==> config.mk <==
export PLATFORM = sky130hd
export DESIGN_NAME = fetch_align_buffer
export DESIGN_NICKNAME = d
export VERILOG_FILES = /design/src/rtl/riscv_fetch_pkg.sv /design/src/rtl/fetch_align_buffer_parcel_fifo.sv /design/src/rtl/fetch_align_buffer.sv
export SDC_FILE = /design/constraint.sdc
export NUM_CORES = 1
export LEC_CHECK = 0
export BUFFER_PORTS_ARGS = -buffer_cell sky130_fd_sc_hd__buf_4
export CAP_MARGIN = 15
export CORE_MARGIN = 5
export CORE_UTILIZATION = 63
export CTS_CLUSTER_DIAMETER = 60
export DETAILED_ROUTE_END_ITERATION = 12
export HOLD_SLACK_MARGIN = 0.15
export PLACE_DENSITY = 0.86
export SLEW_MARGIN = 20
export SYNTH_ARGS = -nofsm -noshare
export SYNTH_HDL_FRONTEND = slang
export SYNTH_SLANG_ARGS = --single-unit
==> constraint.sdc <==
create_clock -name clk_i -period 10.4 [get_ports clk_i]
set_clock_uncertainty 0.05 [all_clocks]
set_input_delay 0.52 -clock clk_i [delete_from_list [all_inputs] [get_ports clk_i]]
set_output_delay 0.52 -clock clk_i [all_outputs]
set_load 0.02 [all_outputs]
==> src/rtl/riscv_fetch_pkg.sv <==
// Shared fetch-path types: the 16-bit instruction parcel and the
// compressed-encoding test used by the aligner.
package riscv_fetch_pkg;

  localparam int unsigned ParcelBits = 16;

  typedef logic [ParcelBits-1:0] parcel_t;

  function automatic logic is_compressed(input parcel_t p);
    return p[1:0] != 2'b11;
  endfunction

endpackage

==> src/rtl/fetch_align_buffer_parcel_fifo.sv <==
// Circular parcel store: pushes and pops one or two parcels per cycle and
// exposes the two oldest parcels for decode.
module parcel_fifo
  import riscv_fetch_pkg::*;
#(
  parameter int unsigned Depth = 8,
  localparam int unsigned PtrBits = $clog2(Depth),
  localparam int unsigned CntBits = PtrBits + 1
) (
  input  logic               clk_i,
  input  logic               rst_i,
  input  logic               flush_i,
  input  logic [1:0]         push_cnt_i,
  input  parcel_t            push_lo_i,
  input  parcel_t            push_hi_i,
  input  logic [1:0]         pop_cnt_i,
  output parcel_t            p0_o,
  output parcel_t            p1_o,
  output logic [CntBits-1:0] count_o
);

  parcel_t              mem_q [Depth];
  logic [PtrBits-1:0]   wr_ptr_q, wr_ptr_d;
  logic [PtrBits-1:0]   rd_ptr_q, rd_ptr_d;
  logic [CntBits-1:0]   count_q, count_d;

  // pointer and occupancy update; caller guarantees space for any push
  always_comb begin
    wr_ptr_d = wr_ptr_q;
    rd_ptr_d = rd_ptr_q;
    count_d  = count_q;
    if (flush_i) begin
      wr_ptr_d = '0;
      rd_ptr_d = '0;
      count_d  = '0;
    end else begin
      wr_ptr_d = wr_ptr_q + PtrBits'(push_cnt_i);
      rd_ptr_d = rd_ptr_q + PtrBits'(pop_cnt_i);
      count_d  = count_q + CntBits'(push_cnt_i) - CntBits'(pop_cnt_i);
    end
  end

  always_ff @(posedge clk_i) begin
    if (!rst_i) begin
      wr_ptr_q <= '0;
      rd_ptr_q <= '0;
      count_q  <= '0;
    end else begin
      wr_ptr_q <= wr_ptr_d;
      rd_ptr_q <= rd_ptr_d;
      count_q  <= count_d;
    end
  end

  always_ff @(posedge clk_i) begin
    if (push_cnt_i != 2'd0) mem_q[wr_ptr_q] <= push_lo_i;
    if (push_cnt_i == 2'd2) mem_q[wr_ptr_q + PtrBits'(1'b1)] <= push_hi_i;
  end

  assign p0_o    = mem_q[rd_ptr_q];
  assign p1_o    = mem_q[rd_ptr_q + PtrBits'(1'b1)];
  assign count_o = count_q;

endmodule

==> src/rtl/fetch_align_buffer.sv <==
// Fetch front end: issues word reads, tracks in-flight/stale responses and
// hands out one aligned (32-bit or compressed) instruction per handshake.
module fetch_align_buffer
  import riscv_fetch_pkg::*;
#(
  parameter int unsigned        RegBits        = 32,
  parameter int unsigned        DepthParcels   = 8,
  parameter int unsigned        MaxOutstanding = 2,
  parameter logic [RegBits-1:0] ResetPc        = 32'h0000_0000
) (
  input  logic               clk_i,
  input  logic               rst_i,
  input  logic               redirect_i,
  input  logic [RegBits-1:0] redirect_pc_i,
  output logic               mem_req_o,
  output logic [RegBits-1:0] mem_addr_o,
  input  logic               mem_ready_i,
  input  logic               mem_rvalid_i,
  input  logic [31:0]        mem_rdata_i,
  output logic               instr_valid_o,
  input  logic               instr_ready_i,
  output logic [31:0]        instr_o,
  output logic [RegBits-1:0] instr_pc_o,
  output logic               instr_compressed_o
);

  localparam int unsigned CntBits = $clog2(DepthParcels) + 1;
  localparam int unsigned OutBits = $clog2(MaxOutstanding + 1);
  localparam logic [RegBits-1:0] HalfMask = {{(RegBits-1){1'b1}}, 1'b0};
  localparam logic [RegBits-1:0] WordMask = {{(RegBits-2){1'b1}}, 2'b00};

  logic [RegBits-1:0] fetch_addr_q, fetch_addr_d;
  logic [RegBits-1:0] head_pc_q, head_pc_d;
  logic [OutBits-1:0] inflight_q, inflight_d, inflight_next_s;
  logic [OutBits-1:0] drop_q, drop_d;
  logic               skip_low_q, skip_low_d;

  logic [CntBits-1:0] count_s;
  parcel_t            p0_s, p1_s, push_lo_s, push_hi_s;
  logic [1:0]         push_cnt_s, pop_cnt_s;
  logic [31:0]        need_s;
  logic               accept_s, fire_s;

  parcel_fifo #(.Depth(DepthParcels)) u_fifo (
    .clk_i      (clk_i),
    .rst_i      (rst_i),
    .flush_i    (redirect_i),
    .push_cnt_i (push_cnt_s),
    .push_lo_i  (push_lo_s),
    .push_hi_i  (push_hi_s),
    .pop_cnt_i  (pop_cnt_s),
    .p0_o       (p0_s),
    .p1_o       (p1_s),
    .count_o    (count_s)
  );

  // Reserve two parcels per live read so a response can never overflow.
  assign need_s     = 32'(count_s) + 32'd2 * (32'(inflight_q) - 32'(drop_q) + 32'd1);
  assign mem_req_o  = rst_i && !redirect_i && (32'(inflight_q) < MaxOutstanding)
                      && (need_s <= DepthParcels);
  assign mem_addr_o = fetch_addr_q;
  assign instr_pc_o = head_pc_q;
  assign accept_s   = mem_req_o && mem_ready_i;
  assign fire_s     = instr_valid_o && instr_ready_i;

  always_comb begin
    instr_valid_o      = 1'b0;
    instr_compressed_o = 1'b0;
    instr_o            = 32'h0000_0000;
    if (count_s == '0) begin
      instr_valid_o = 1'b0;
    end else if (is_compressed(p0_s)) begin
      instr_valid_o      = 1'b1;
      instr_compressed_o = 1'b1;
      instr_o            = {16'h0000, p0_s};
    end else begin
      instr_valid_o = (count_s >= CntBits'(2'd2));
      instr_o       = {p1_s, p0_s};
    end
  end

  always_comb begin
    inflight_next_s = inflight_q + OutBits'(accept_s) - OutBits'(mem_rvalid_i);
    fetch_addr_d    = fetch_addr_q;
    head_pc_d       = head_pc_q;
    inflight_d      = inflight_next_s;
    drop_d          = drop_q;
    skip_low_d      = skip_low_q;
    push_cnt_s      = 2'd0;
    pop_cnt_s       = 2'd0;
    push_lo_s       = mem_rdata_i[15:0];
    push_hi_s       = mem_rdata_i[31:16];
    if (redirect_i) begin
      // every read still outstanding after this cycle belongs to the old stream
      head_pc_d    = redirect_pc_i & HalfMask;
      fetch_addr_d = redirect_pc_i & WordMask;
      skip_low_d   = redirect_pc_i[1];
      drop_d       = inflight_next_s;
    end else begin
      if (accept_s) begin
        fetch_addr_d = fetch_addr_q + RegBits'(3'd4);
      end else begin
        fetch_addr_d = fetch_addr_q;
      end
      if (mem_rvalid_i && (drop_q != '0)) begin
        drop_d = drop_q - OutBits'(1'b1);
      end else if (mem_rvalid_i && skip_low_q) begin
        push_cnt_s = 2'd1;
        push_lo_s  = mem_rdata_i[31:16];
        skip_low_d = 1'b0;
      end else if (mem_rvalid_i) begin
        push_cnt_s = 2'd2;
      end else begin
        push_cnt_s = 2'd0;
      end
      if (fire_s) begin
        pop_cnt_s = instr_compressed_o ? 2'd1 : 2'd2;
        head_pc_d = head_pc_q + (instr_compressed_o ? RegBits'(3'd2) : RegBits'(3'd4));
      end else begin
        pop_cnt_s = 2'd0;
      end
    end
  end

  always_ff @(posedge clk_i) begin
    if (!rst_i) begin
      fetch_addr_q <= ResetPc & WordMask;
      head_pc_q    <= ResetPc;
      inflight_q   <= '0;
      drop_q       <= '0;
      skip_low_q   <= ResetPc[1];
    end else begin
      fetch_addr_q <= fetch_addr_d;
      head_pc_q    <= head_pc_d;
      inflight_q   <= inflight_d;
      drop_q       <= drop_d;
      skip_low_q   <= skip_low_d;
    end
  end

endmodule

==> results summary <==
The detailed router finished its first iteration with 1234 violations. Max-cap violations in this run came to 0. Subtracting the final worst setup slack from the clock period gives about 5 ns. The depth of the CTS H-tree came out at 1. By startpoint and endpoint, the worst setup path is classified as reg2reg. The leakage power total came out at 0.005415 µW. At the pin with the least slew margin, the transition time is approximately 1.0 ns. The number of global-route vias before repair came to between 10k and 15k.

The total power draw came out at 2365 µW. In this run the cell area of the synthesized design comes to 12310 µm². The number of antenna cells inserted came out at 0. The classification of the worst-slack hold path is in2reg. The average cell area after synthesis came out at 9.608 µm².

The share of the Yosys chip area taken by registers is 0.4359. The worst register-to-register path begins at inflight_q[0]. Gates resized during post-CTS repair numbered 0. Dividing the final minimum period by the clock period gives 0.4706. Of all nets on the critical path, the largest fanout is 48. The I/O pin count is 169. The pin count of the biggest net entering global routing is 88. Walking the worst path, the cells encountered are inv_1 > ha_1 > fa_1 > inv_1 > ha_1 > inv_1 > fa_1 > nor3b_1 > o22ai_1 > o21a_1 > nor2_2 > buf_4 > inv_1 > ha_1 > inv_1 > ha_1 > xnor2_1 > xnor2_1 > a21oi_1 > nor2_1. The worst setup path is launched from a register. The TritonCTS buffer count is 24. The die outline area is 22430 µm². In this design, the critical path's most frequently occurring cell is sky130_fd_sc_hd__inv_1. The filler cells instantiated in the layout total between 1k and 1.5k. The tree built by TritonCTS fans out to 204 sinks. The instance count along the most critical hold path came out at 3. The final number of hold-violating endpoints came to 0. From left edge to right edge, the die measures 149.8 µm. The number of flip-flops and latches in the synthesized netlist came out at 204. The highest ir drop seen on vdd is 0.1310 mV. The area of the placeable core is 19330 µm². The clock latency on the worst-skew pair is approximately 0.52 ns.

For this run, the leading register cell type out of synthesis is sky130_fd_sc_hd__edfxtp_1. The area added between synthesis and finish is 17.56%. The worst register-to-register path has a setup slack of 5.51 ns. The synthesized instance count came out at roughly 1.3k. The final-layout setup total negative slack is 0 ns. After clock tree synthesis, the clock-pin slew on the worst setup and hold paths is 0.06 ns. The startpoint identified for the worst hold timing path is redirect_pc_i[31].

The kind of end point of the critical path is a register. In the layout the commonest cells are 194 x sky130_fd_sc_hd__buf_4, 179 x sky130_fd_sc_hd__nor2_1, 174 x sky130_fd_sc_hd__a21oi_1, 128 x sky130_fd_sc_hd__edfxtp_1, 96 x sky130_fd_sc_hd__nand2_1. The first global-routing pass estimated about 57000 µm of wire.

The number of buffers added to fix hold violations after cts is 0. The total via count in the routed design is 11.19k. The count of input and output buffers came out at 164. STA puts the critical path data arrival time at about 5.2 ns. The total power divided by cell area is 163.5 nW/µm². The starting density of the core came out at 0.6366.

The post-detailed-route count of antenna-violating nets came out at 0. The maximum frequency from static timing analysis is 204.3 MHz. The final max-slew violation count is 0. The flow ran to the end, and the final reports show no timing, DRC or antenna violations.

The largest individual stage delay along the critical path comes from the cell sky130_fd_sc_hd__fa_1. The total congestion overflow came out at 0. The initial antenna violation count came out at 0. The library cell used most frequently in the layout, excluding fill and tap cells, is sky130_fd_sc_hd__buf_4. TritonCTS built the clock tree. The worst hold endpoint is instr_pc_o[31].

The net count of the finished layout is about 1.5k. In this design, the stage delay of the slowest critical-path cell is 0.53 ns. The cell depth of the worst flop-to-flop path came out at 20.

For the worst setup path, the data required time is 10.75 ns. The proportion of layout cells with a drive suffix above 1 came out at 0.2155. The number of enable flip-flop cells after synthesis is between 100 and 150. Across every metal layer, demand over resource in global routing totals 0.3214. For this run, asynchronously set or reset flops after synthesis account for 0.

The post-detailed-route via-to-cell ratio is 6.663. The detailed placement HPWL came out at 23600 µm. The headroom to the max-slew limit came out at 0.3140. The remaining design rule violation count came out at 0. Setup violations remaining at the end of the flow were counted as 0. Routability-driven placement finished with a final weighted congestion of 0.9253. Dividing the detail-routed wire length by the instance count gives between 20 and 25 µm. The clock tree root driver cell is sky130_fd_sc_hd__clkbuf_16. The pre-antenna-repair detailed-routing pass consisted of 6 iterations. During synthesis, Yosys emitted a total of 0 warnings.

The height of the die came out at 149.8 µm. Counting along the longest clock path gives a buffer depth of 3. In this run the critical register-to-register path is captured at drop_q[1].

The number of rows in the core area came out at 51. The final layout contains routed wiring with a total length of 36530 µm. Setup repair after global routing left no endpoint under its margin. Post-CTS timing repair inserted 0 buffers for setup.

The count of different cell masters after synthesis came out at 61.
-- cells by family (layout without fill, tap and decap cells) --
group           after synthesis  after routing  synth area share
mux                          96             96            0.1452
flops                       204            204            0.4359
simple gates                467            467            0.1736
fa+ha+maj                    27             27           0.03172
compound gates              315            315            0.1497
xor+xnor                     23             23           0.01637
other cells                   1              3         0.0003047
buf+inv                     148            280           0.04717
-- how the worst max path moves through the flow --
stage,from,end,slack [ns],cells past startpoint
2_1_floorplan,inflight_q[0],drop_q[1],6.30,21
3_3_place_gp,inflight_q[0],drop_q[1],5.65,20
3_5_place_dp,inflight_q[0],drop_q[1],5.57,20
4_1_cts,inflight_q[0],drop_q[1],5.53,20
5_1_grt,inflight_q[0],drop_q[1],5.21,20
6_report,inflight_q[0],drop_q[1],5.51,20
-- routing by layer --
layer / vias to the layer above / routed length, µm / global-route usage
li1: 4989 / - / -
met5: - / 0 / 0
met1: 5266 / 12700 / 0.4211
met2: 823 / 17880 / 0.5389
met4: 0 / 1225 / 0.1153
met3: 116 / 4717 / 0.06087
-- per-stage QoR --
| step | hold slack (ns) | worst slack (ns) | utilization | area, µm² | instances |
|---|---|---|---|---|---|
| after floorplan | 0.4067 | 6.298 | - | 12320 | 1283 |
| after global placement | 0.4228 | 5.655 | 0.7088 | 13700 | 1638 |
| after detailed placement | 0.4224 | 5.570 | 0.7088 | 13700 | 1638 |
| after CTS | 0.1725 | 5.527 | 0.7479 | 14460 | 1680 |
| after global routing | 0.1833 | 5.207 | 0.7483 | 14470 | 1680 |
| final | 0.1795 | 5.506 | 0.7483 | 14470 | 1680 |
-- sequential cells by signal, indices dropped and copies added, names as in the netlist --
signal,count
u_fifo.rd_ptr_q,3
drop_q,2
u_fifo.count_o,4
inflight_q,2
instr_pc_o,31
u_fifo.wr_ptr_q,3
u_fifo.mem_q,128
skip_low_q,1
mem_addr_o,30
-- area by class of cell --
| class | instances | area [µm²] | area share |
|---|---|---|---|
| flip-flops and latches | 204 | 5369 | 0.3711 |
| repair buffers | 194 | 1456 | 0.1007 |
| well taps | 265 | 331.6 | 0.02292 |
| inverters | 44 | 165.2 | 0.01141 |
| clock inverters | 8 | 67.56 | 0.004670 |
| multi-input cells | 931 | 6390 | 0.4416 |
| clock buffers | 34 | 689.4 | 0.04765 |
-- critical path, delay by kind of cell (launching register included) --
family / cells / cell delay (ns)
xor gates and xnor gates: 2 / 0.26
AOI/OAI and AO/OA: 3 / 0.50
DFF: 1 / 0.33
and+or+nand+nor: 3 / 0.44
adders and majority gates: 6 / 2.12
buffers and inverters: 6 / 1.07
-- report_power, final --
part / switching (µW) / internal [µW] / leakage (µW)
clock: 336 / 484 / 0.000368
sequential: 48.0 / 909 / 0.00179
combinational: 356 / 232 / 0.00326
-- synthesized netlist by cell type (7+ instances only) --
master	instances	area, µm²
sky130_fd_sc_hd__a32oi_1	7	61.31
sky130_fd_sc_hd__o21ai_1	13	65.06
sky130_fd_sc_hd__fa_1	7	140.1
sky130_fd_sc_hd__and2_1	8	50.05
sky130_fd_sc_hd__mux4_2	64	1441
sky130_fd_sc_hd__inv_1	44	165.2
sky130_fd_sc_hd__nor3_1	25	125.1
sky130_fd_sc_hd__nand4_1	29	181.4
sky130_fd_sc_hd__xnor2_1	17	148.9
sky130_fd_sc_hd__edfxtp_1	128	3844
sky130_fd_sc_hd__buf_1	19	71.32
sky130_fd_sc_hd__or3_1	8	50.05
sky130_fd_sc_hd__a21oi_1	174	870.8
sky130_fd_sc_hd__nor2_1	180	675.7
sky130_fd_sc_hd__dfxtp_1	76	1521
sky130_fd_sc_hd__nand3_1	68	340.3
sky130_fd_sc_hd__o211ai_1	16	120.1
sky130_fd_sc_hd__ha_1	20	250.2
sky130_fd_sc_hd__nor4_1	8	50.05
sky130_fd_sc_hd__clkbuf_1	76	285.3
sky130_fd_sc_hd__o21ai_0	54	270.3
sky130_fd_sc_hd__and3_1	26	162.7
sky130_fd_sc_hd__mux2i_1	30	300.3
sky130_fd_sc_hd__nand2_1	96	360.4
Note: power is estimated with default switching activity, not from simulation.
